$ cat src/rtl/ibex_register_file_l1_cached.sv
// ibex_register_file_l1_cached
//
// Two-level register file for the ID stage. A small fully-associative L1
// register cache sits in front of a full-depth backing array. The backing
// array models a slow SRAM with a fixed read latency. A read that misses in
// L1 raises reg_stall_o while a fill brings the register into L1.
//
// Ports:
//   clk_i               clock
//   rst_i               synchronous active-high reset
//   req_a_i / req_b_i   read request valid, ports A / B
//   raddr_a_i/raddr_b_i read addresses (bit 4 ignored when RV32E=1)
//   rdata_a_o/rdata_b_o read data; valid when req=1 and reg_stall_o=0
//   we_a_i, waddr_a_i,  write port; never stalled, write-through
//   wdata_a_i
//   reg_stall_o         a requested read cannot be served this cycle
//   miss_count_o        completed L1 fills, saturating
module ibex_register_file_l1_cached #(
    parameter bit          RV32E        = 1'b0,
    parameter int unsigned DataWidth    = 32,
    parameter int unsigned NumL1Entries = 4,
    parameter int unsigned MissLatency  = 2
) (
    input  logic                 clk_i,
    input  logic                 rst_i,
    input  logic                 req_a_i,
    input  logic [4:0]           raddr_a_i,
    output logic [DataWidth-1:0] rdata_a_o,
    input  logic                 req_b_i,
    input  logic [4:0]           raddr_b_i,
    output logic [DataWidth-1:0] rdata_b_o,
    input  logic                 we_a_i,
    input  logic [4:0]           waddr_a_i,
    input  logic [DataWidth-1:0] wdata_a_i,
    output logic                 reg_stall_o,
    output logic [31:0]          miss_count_o
);

    localparam int unsigned AddrWidth = RV32E ? 4 : 5;
    localparam int unsigned NumRegs   = 2 ** AddrWidth;
    localparam int unsigned PtrWidth  = $clog2(NumL1Entries);

    localparam logic [3:0]          LatInit   = 4'(MissLatency);
    localparam logic [PtrWidth-1:0] LastEntry = PtrWidth'(NumL1Entries - 1);

    typedef enum logic {
        IDLE,
        FILL
    } state_e;

    // Effective addresses (MSB dropped for RV32E).
    logic [AddrWidth-1:0] addr_a, addr_b, waddr;
    assign addr_a = raddr_a_i[AddrWidth-1:0];
    assign addr_b = raddr_b_i[AddrWidth-1:0];
    assign waddr  = waddr_a_i[AddrWidth-1:0];

    // Storage
    logic [DataWidth-1:0] backing_q  [NumRegs];
    logic                 l1_valid_q [NumL1Entries];
    logic [AddrWidth-1:0] l1_tag_q   [NumL1Entries];
    logic [DataWidth-1:0] l1_data_q  [NumL1Entries];
    logic [PtrWidth-1:0]  rr_q;
    logic [31:0]          miss_count_q;

    // FSM
    state_e               state_q, state_d;
    logic [3:0]           cnt_q, cnt_d;
    logic [AddrWidth-1:0] fill_addr_q, fill_addr_d;
    logic                 install;

    // L1 lookup
    logic                 hit_a, hit_b;
    logic [DataWidth-1:0] data_a, data_b;
    logic                 l1_whit [NumL1Entries];

    // NOTE: every signal driven in an always_comb gets a default before any
    // conditional assignment, otherwise a path that skips it infers a latch.
    always_comb begin
        hit_a  = 1'b0;
        hit_b  = 1'b0;
        data_a = '0;
        data_b = '0;
        for (int i = 0; i < NumL1Entries; i++) begin
            l1_whit[i] = l1_valid_q[i] && (l1_tag_q[i] == waddr);
            if (l1_valid_q[i] && (l1_tag_q[i] == addr_a)) begin
                hit_a  = 1'b1;
                data_a = l1_data_q[i];
            end
            if (l1_valid_q[i] && (l1_tag_q[i] == addr_b)) begin
                hit_b  = 1'b1;
                data_b = l1_data_q[i];
            end
        end
    end

    // x0 always hits and reads zero; it is never allocated in L1.
    logic a_is_zero, b_is_zero, miss_a, miss_b, we_valid;
    assign a_is_zero = (addr_a == '0);
    assign b_is_zero = (addr_b == '0);
    assign miss_a    = req_a_i && !a_is_zero && !hit_a;
    assign miss_b    = req_b_i && !b_is_zero && !hit_b;
    assign we_valid  = we_a_i && (waddr != '0);

    assign rdata_a_o    = (rst_i || a_is_zero) ? '0 : data_a;
    assign rdata_b_o    = (rst_i || b_is_zero) ? '0 : data_b;
    assign reg_stall_o  = !rst_i && (miss_a || miss_b || (state_q != IDLE));
    assign miss_count_o = miss_count_q;

    // A write to the fill address in the install cycle must win over the
    // stale backing value, since both land on the same edge.
    logic [DataWidth-1:0] fill_data;
    assign fill_data = (we_valid && (waddr == fill_addr_q)) ? wdata_a_i
                                                            : backing_q[fill_addr_q];

    always_comb begin
        state_d     = state_q;
        cnt_d       = cnt_q;
        fill_addr_d = fill_addr_q;
        install     = 1'b0;
        unique case (state_q)
            IDLE: begin
                // Port A wins; if both miss the same register one fill serves both.
                if (miss_a || miss_b) begin
                    state_d     = FILL;
                    fill_addr_d = miss_a ? addr_a : addr_b;
                    cnt_d       = LatInit;
                end
            end
            FILL: begin
                if (cnt_q == 4'd1) begin
                    install = 1'b1;
                    state_d = IDLE;
                end else begin
                    cnt_d = cnt_q - 4'd1;
                end
            end
            default: state_d = IDLE;
        endcase
    end

    // NOTE: sequential state is updated with non-blocking assignments so every
    // flop samples pre-edge values regardless of statement order.
    always_ff @(posedge clk_i) begin
        if (rst_i) begin
            state_q     <= IDLE;
            cnt_q       <= '0;
            fill_addr_q <= '0;
        end else begin
            state_q     <= state_d;
            cnt_q       <= cnt_d;
            fill_addr_q <= fill_addr_d;
        end
    end

    // Backing array, valid bits, replacement pointer and fill counter.
    always_ff @(posedge clk_i) begin
        if (rst_i) begin
            for (int i = 0; i < NumRegs; i++) backing_q[i] <= '0;
            for (int i = 0; i < NumL1Entries; i++) l1_valid_q[i] <= 1'b0;
            rr_q         <= '0;
            miss_count_q <= '0;
        end else begin
            if (we_valid) backing_q[waddr] <= wdata_a_i;
            if (install) begin
                l1_valid_q[rr_q] <= 1'b1;
                rr_q             <= (rr_q == LastEntry) ? '0 : rr_q + 1'b1;
                if (miss_count_q != '1) miss_count_q <= miss_count_q + 32'd1;
            end
        end
    end

    // NOTE: L1 tags and data have no reset; the cleared valid bits make their
    // contents unobservable, so resetting them would only cost reset fan-out.
    always_ff @(posedge clk_i) begin
        for (int i = 0; i < NumL1Entries; i++) begin
            if (we_valid && l1_whit[i]) l1_data_q[i] <= wdata_a_i;
        end
        // Install is last so it overrides a write hit on the victim entry.
        if (install) begin
            l1_tag_q[rr_q]  <= fill_addr_q;
            l1_data_q[rr_q] <= fill_data;
        end
    end

endmodule

$ cat config.mk
export PLATFORM = sky130hd
export DESIGN_NAME = ibex_register_file_l1_cached
export DESIGN_NICKNAME = d
export VERILOG_FILES = /design/src/rtl/ibex_register_file_l1_cached.sv
export SDC_FILE = /design/constraint.sdc
export NUM_CORES = 2
export LEC_CHECK = 0
export ABC_AREA = 1
export CORE_UTILIZATION = 32
export CTS_BUF_LIST = sky130_fd_sc_hd__clkbuf_16
export CTS_CLUSTER_SIZE = 24
export DETAILED_ROUTE_END_ITERATION = 7
export PLACE_DENSITY = 0.49
export RECOVER_POWER = 25
export SLEW_MARGIN = 0
export SYNTH_ARGS = -nofsm -noshare
export SYNTH_HDL_FRONTEND = slang
export SYNTH_SLANG_ARGS = --single-unit
$ cat constraint.sdc
create_clock -name clk_i -period 5.35 [get_ports clk_i]
set_input_delay 0.8025 -clock clk_i [delete_from_list [all_inputs] [get_ports clk_i]]
set_output_delay 0.8025 -clock clk_i [all_outputs]
set_load 0.01 [all_outputs]
# Word level (Yosys, flattened, before mapping)
# Memory sizes are Yosys's and may differ from the RTL's. A register that Yosys moved wholly into a read port is not among the register bits.
# Cells that the tools add are included.
totals:
  memories: 4
  wordCells: 125
  output_inout_bits: 97
  ramBits: 1176
  inputBits: 52
  ff_bits: 44
op_classes:
  n_eq_ne: 18
  bitwise_logic: 1
  n_reduce_logical: 40
  mux: 54
  addsub: 3
mem_list:
  columns: ["memory", "words", "word_bits", "read_ports", "rd_ports_with_merged_regs", "wr", "line_no", "source"]
  rows:
  - ["backing_q", 32, 32, 1, 1, 32, "58", "logic [DataWidth-1:0] backing_q [NumRegs];"]
  - ["l1_data_q", 4, 32, 4, 0, 5, "61", "logic [DataWidth-1:0] l1_data_q [NumL1Entries];"]
  - ["l1_tag_q", 4, 5, 4, 0, 1, "60", "logic [AddrWidth-1:0] l1_tag_q [NumL1Entries];"]
  - ["l1_valid_q", 4, 1, 4, 0, 4, "59", "logic l1_valid_q [NumL1Entries];"]
ops:
  columns: ["op", "n"]
  rows:
  - ["32-bit 2-to-1 mux", 12]
  - ["5-bit == test", 13]
  - ["32-bit by 1-bit adder with 32-bit output, second input constant", 1]
  - ["1-bit 2-to-1 mux", 32]
  - ["32-bit != test, second input constant", 1]
  - ["32-bit OR reduction", 1]
  - ["1-bit logical AND", 23]
  - ["5-bit 2-to-1 mux", 4]
  - ["5-bit zero test", 2]
  - ["4-bit 2-to-1 mux", 2]
  - ["4-bit one-hot mux with 2 select lines", 1]
  - ["2-bit AND reduction", 3]
  - ["1-bit zero test", 5]
  - ["5-bit nonzero test", 1]
  - ["4-bit by 1-bit == test with 1-bit output, second input constant", 1]
  - ["1-bit logical OR", 4]
  - ["2-bit 2-to-1 mux", 2]
  - ["2-bit != test, second input constant", 2]
  - ["4-bit by 1-bit subtractor with 4-bit output, second input constant", 1]
  - ["2-bit by 1-bit adder with 2-bit output, second input constant", 1]
  - ["2-bit == test, second input constant", 1]
  - ["1-bit one-hot mux with 2 select lines", 1]
  - ["1-bit inverter", 1]
  - ["1-bit OR reduction", 1]

# Depth between registers and ports, before layout
depth:
  word_depth: 12
  mapped_depth: 15

# Worst setup path before layout
# No wires, ideal clock.
synth_path:
  path_kind: "input to register"
  from: "input port waddr_a_i[3]"
  to: "memory l1_data_q[0][0], enable pin"
  arrival_time_ns: 3.839
  path_stages: 6
  path_slack_ns: 1.045
  setup_ns: 0.466
  path_cell_list: "inv_1 clkbuf_1 o21ai_0 a211oi_1 nand3_1 o21ai_0"
synth_rtl:
  columns: ["element", "line_no", "source"]
  rows:
  - ["from (decl)", "33", "input logic [4:0] waddr_a_i,"]
  - ["to (decl)", "61", null]

# Worst setup path after layout
layout_path:
  from: "input port raddr_b_i[0]"
  to: "output port rdata_b_o[3]"
layout_between:
  elab_chain_len: 7
  elab_cells_between_ends: 15
layout_rtl:
  columns: ["element", "line_no", "source"]
  rows:
  - ["from (decl)", "30", "input logic [4:0] raddr_b_i,"]
  - ["5-bit == test", "89", "if (l1_valid_q[i] && (l1_tag_q[i] == addr_b)) begin"]
  - ["1-bit logical AND", "89", null]
  - ["32-bit 2-to-1 mux (4 in a row)", "89", null]
  - ["32-bit 2-to-1 mux *", "105", "assign rdata_b_o = (rst_i || b_is_zero) ? '0 : data_b;"]
  - ["to (decl)", "31", "output logic [DataWidth-1:0] rdata_b_o,"]
# Every way passes the cells marked *; elsewhere a longest branch is shown, timed or not.

==> results.json <==
{
  "outcome": "finished with violations",
  "violations": "capacitance limit, slew limit",
  "ys.flop_type": "edfxtp_1",
  "finalCriticalPeriod_ns": 4.633,
  "wl_per_cell_um": 22.90,
  "cts-buffers-inserted": 139,
  "r2r_cells": 8,
  "hold_path.class": "register to register",
  "start_util": 0.3231,
  "synth_edf_count": 1176,
  "fin_crit_sh": 0.8661,
  "final_antenna_net_count": 0,
  "cts_hold_buf": 0,
  "grt_pass1_wl_um": 301100,
  "fillCellCount": 18300,
  "cp_slowest_stage_delay_ns": 0.73,
  "finClkSkew_ns": 0.02118,
  "post_cts_buffers": 0,
  "highest_layer": "met4",
  "final_common_cell": "nand2_1",
  "drc_errors": 0,
  "hold_violations": 0,
  "p_leak_nw": 26.33,
  "via_per_inst": 5.141,
  "htree_levels": 4,
  "reg2reg_to": "l1_data_q[0][12]$_DFFE_PP_",
  "hp-start": "miss_count_o[31]$_SDFFE_PP0P_",
  "die_height_um": 429.7,
  "final_max_slew_viol_count": 724,
  "wl_met3_um": 12670,
  "rsz0062_at_grt": "no",
  "timing.rr.start": "cnt_q[1]$_SDFFE_PP0P_",
  "crit_chain": "dlygate4sd3_1 -> inv_1 -> nand2_1 -> o21ai_0 -> nor2_1 -> nand3_1 -> inv_2 -> buf_4 -> a21oi_1 -> o21ai_0 -> a21oi_1 -> clkdlybuf4s50_1",
  "path_clk_slew_ns": 0.06,
  "synth_cell_types": 34,
  "row_count": 156,
  "drt-total-wl_um": 205800,
  "seq_area_frac_synth": 0.6202,
  "cts_tree": "yes",
  "firstDrtPassIters": 6,
  "grtUsageTotal": 0.2188,
  "powerDensity_nw_per_um2": 355.5,
  "total_power_mw": 23.81,
  "grt_pass1_vias": 43830,
  "met2WireLength_um": 100100,
  "clock_path_buffers": 3,
  "fp.dieW_um": 429.7,
  "rrSetupSlack_ns": 1.03,
  "critPathBufInv": 5,
  "synth_warnings": 0,
  "hold_slack_ns": 0.4806,
  "layout-drive-gt1-share": 0.05806,
  "cp_max_fo": 62,
  "hpwl_um": 125400,
  "async_flop_share": 0,
  "ctsRootBufferMaster": "clkbuf_16",
  "cts_sinks": 1225,
  "syn_area_per_cell_um2": 8.987,
  "required_ns": 4.55,
  "met1Wirelength_um": 87690,
  "antenna_found_initial": 4,
  "finalSetupViolCount": 0,
  "fmax_mhz": 215.8,
  "setup_tns_ns": 0,
  "hold_path_end": "miss_count_o[31]$_SDFFE_PP0P_",
  "yosys_register_bits": 1225,
  "relSlewSlack": -0.7630,
  "synth_cells": 6512,
  "clk_latency_ns": 0.77,
  "fin_nets": 6558,
  "ir_drop_mv": 0.2995,
  "cp.depth": 12,
  "final_cell_mix": "nand2_1, edfxtp_1, nor2_1",
  "worst_pin_slew_ns": 2.645,
  "critPathKind": "input pin to primary output",
  "core_um2": 181100,
  "die_area_um2": 184600,
  "num_vias": 46210,
  "areaGrowthSynthToFinish_pct": 14.43,
  "hold_depth": 2,
  "io_pins": 149,
  "worstSetupEndpointType": "primary output",
  "grt_max_degree": 148,
  "crit_slowest_cell": "dlygate4sd3_1",
  "drv_cap": 22,
  "dr.first_iter.drc_count": 4350,
  "routabilityCongestion": 0.8353,
  "syn_area_um2": 58520,
  "io_buffer_count": 148,
  "cts.repair.resized": 0,
  "startpoint_type": "input pin",
  "overflow": 0,
  "arrival_ns": 3.83,
  "crit_family": "buffers and inverters"
}
==> synth_stat cells, types with 10 or more instances <==
| cell type | instances | area (µm²) |
|---|---|---|
| clkbuf_1 | 247 | 927.1 |
| a21oi_1 | 160 | 800.8 |
| buf_2 | 214 | 1071 |
| nand4_1 | 10 | 62.56 |
| buf_1 | 38 | 142.6 |
| nand3_1 | 889 | 4449 |
| o21ai_0 | 168 | 840.8 |
| dfxtp_1 | 49 | 980.9 |
| nor2_1 | 1162 | 4362 |
| xor2_1 | 24 | 210.2 |
| nand2_1 | 2054 | 7710 |
| inv_1 | 190 | 713.2 |
| edfxtp_1 | 1176 | 35310 |
| buf_4 | 11 | 82.58 |
| o21ai_2 | 32 | 280.3 |
| nor3_1 | 28 | 140.1 |
==> cell type report <==
cell class | count | area (µm²) | area share
clock inverter | 109 | 829.5 | 0.01239
sequential | 1225 | 36310 | 0.5421
multi-input combinational | 4607 | 19380 | 0.2894
inverter | 201 | 773.2 | 0.01155
tap | 2370 | 2965 | 0.04428
timing repair buffer | 325 | 3027 | 0.04519
clock buffer | 147 | 3679 | 0.05493
antenna | 4 | 10.01 | 0.0001495
==> kinds of logic (layout without fill, tap and decap cells) <==
kind of cell               after synthesis  after routing  share of synthesized area
adders and majority gates                7              7                   0.001496
DFF                                   1225           1225                     0.6202
buffers and inverters                  711            782                    0.05088
and+or+nand+nor                       4149           4149                     0.2864
xor gates and xnor gates                33             33                   0.004939
other                                    1             36                 0.00006408
AOI/OAI and AO/OA                      386            386                    0.03605
==> power by group <==
part	leakage [nW]	total (mW)	internal, mW	switching, mW
registers	11.5	11.1	11.0	0.170
clock network	2.33	9.57	5.54	4.03
logic	12.5	3.10	0.758	2.34
==> how the worst max path moves through the flow <==
stage | start | to | slack [ns]
after detailed placement | raddr_a_i[2] | rdata_a_o[3] | 0.85
final | raddr_b_i[0] | rdata_b_o[3] | 0.72
after global placement | raddr_a_i[2] | rdata_a_o[8] | 0.83
after global routing | raddr_b_i[0] | rdata_b_o[26] | 0.54
after CTS | raddr_a_i[2] | rdata_a_o[3] | 0.82
after floorplan | waddr_a_i[3] | l1_data_q[0][0]$_DFFE_PP_ | 1.05
==> per-layer routing <==
layer  vias up  global-route usage
met4         0             0.05767
li1      21540                   -
met5         -                   0
met3       291             0.03085
met1     22800              0.2970
met2      1583              0.3648
==> flip-flops by register name (all words and copies together), names as in the netlist, named ones only <==
register / flops
miss_count_o: 32
fill_addr_q: 5
backing_q: 1024
l1_tag_q: 20
l1_valid_q: 4
rr_q: 2
cnt_q: 4
state_q: 1
l1_data_q: 128
==> worst reg2reg max path, stage by stage, from the launching register on <==
cell      delay [ns]
dfxtp_1         0.34
inv_1           0.08
ha_1            0.18
nand3_1         0.28
clkinv_1        0.27
nand2_1         0.26
clkbuf_1        1.43
o21ai_0         0.25
clkbuf_2        0.71
==> per-stage QoR <==
step           utilization  cell area (µm²)  std cells  setup slack, ns
2_1_floorplan            -            58640       6543            1.045
3_3_place_gp        0.3455            62590       8728           0.8254
3_5_place_dp        0.3455            62590       8728           0.8462
4_1_cts             0.3704            67100       8984           0.8181
5_1_grt             0.3697            66970       8987           0.5429
6_report            0.3697            66970       8988           0.7165
No activity file was read; power rests on OpenSTA's default activity.
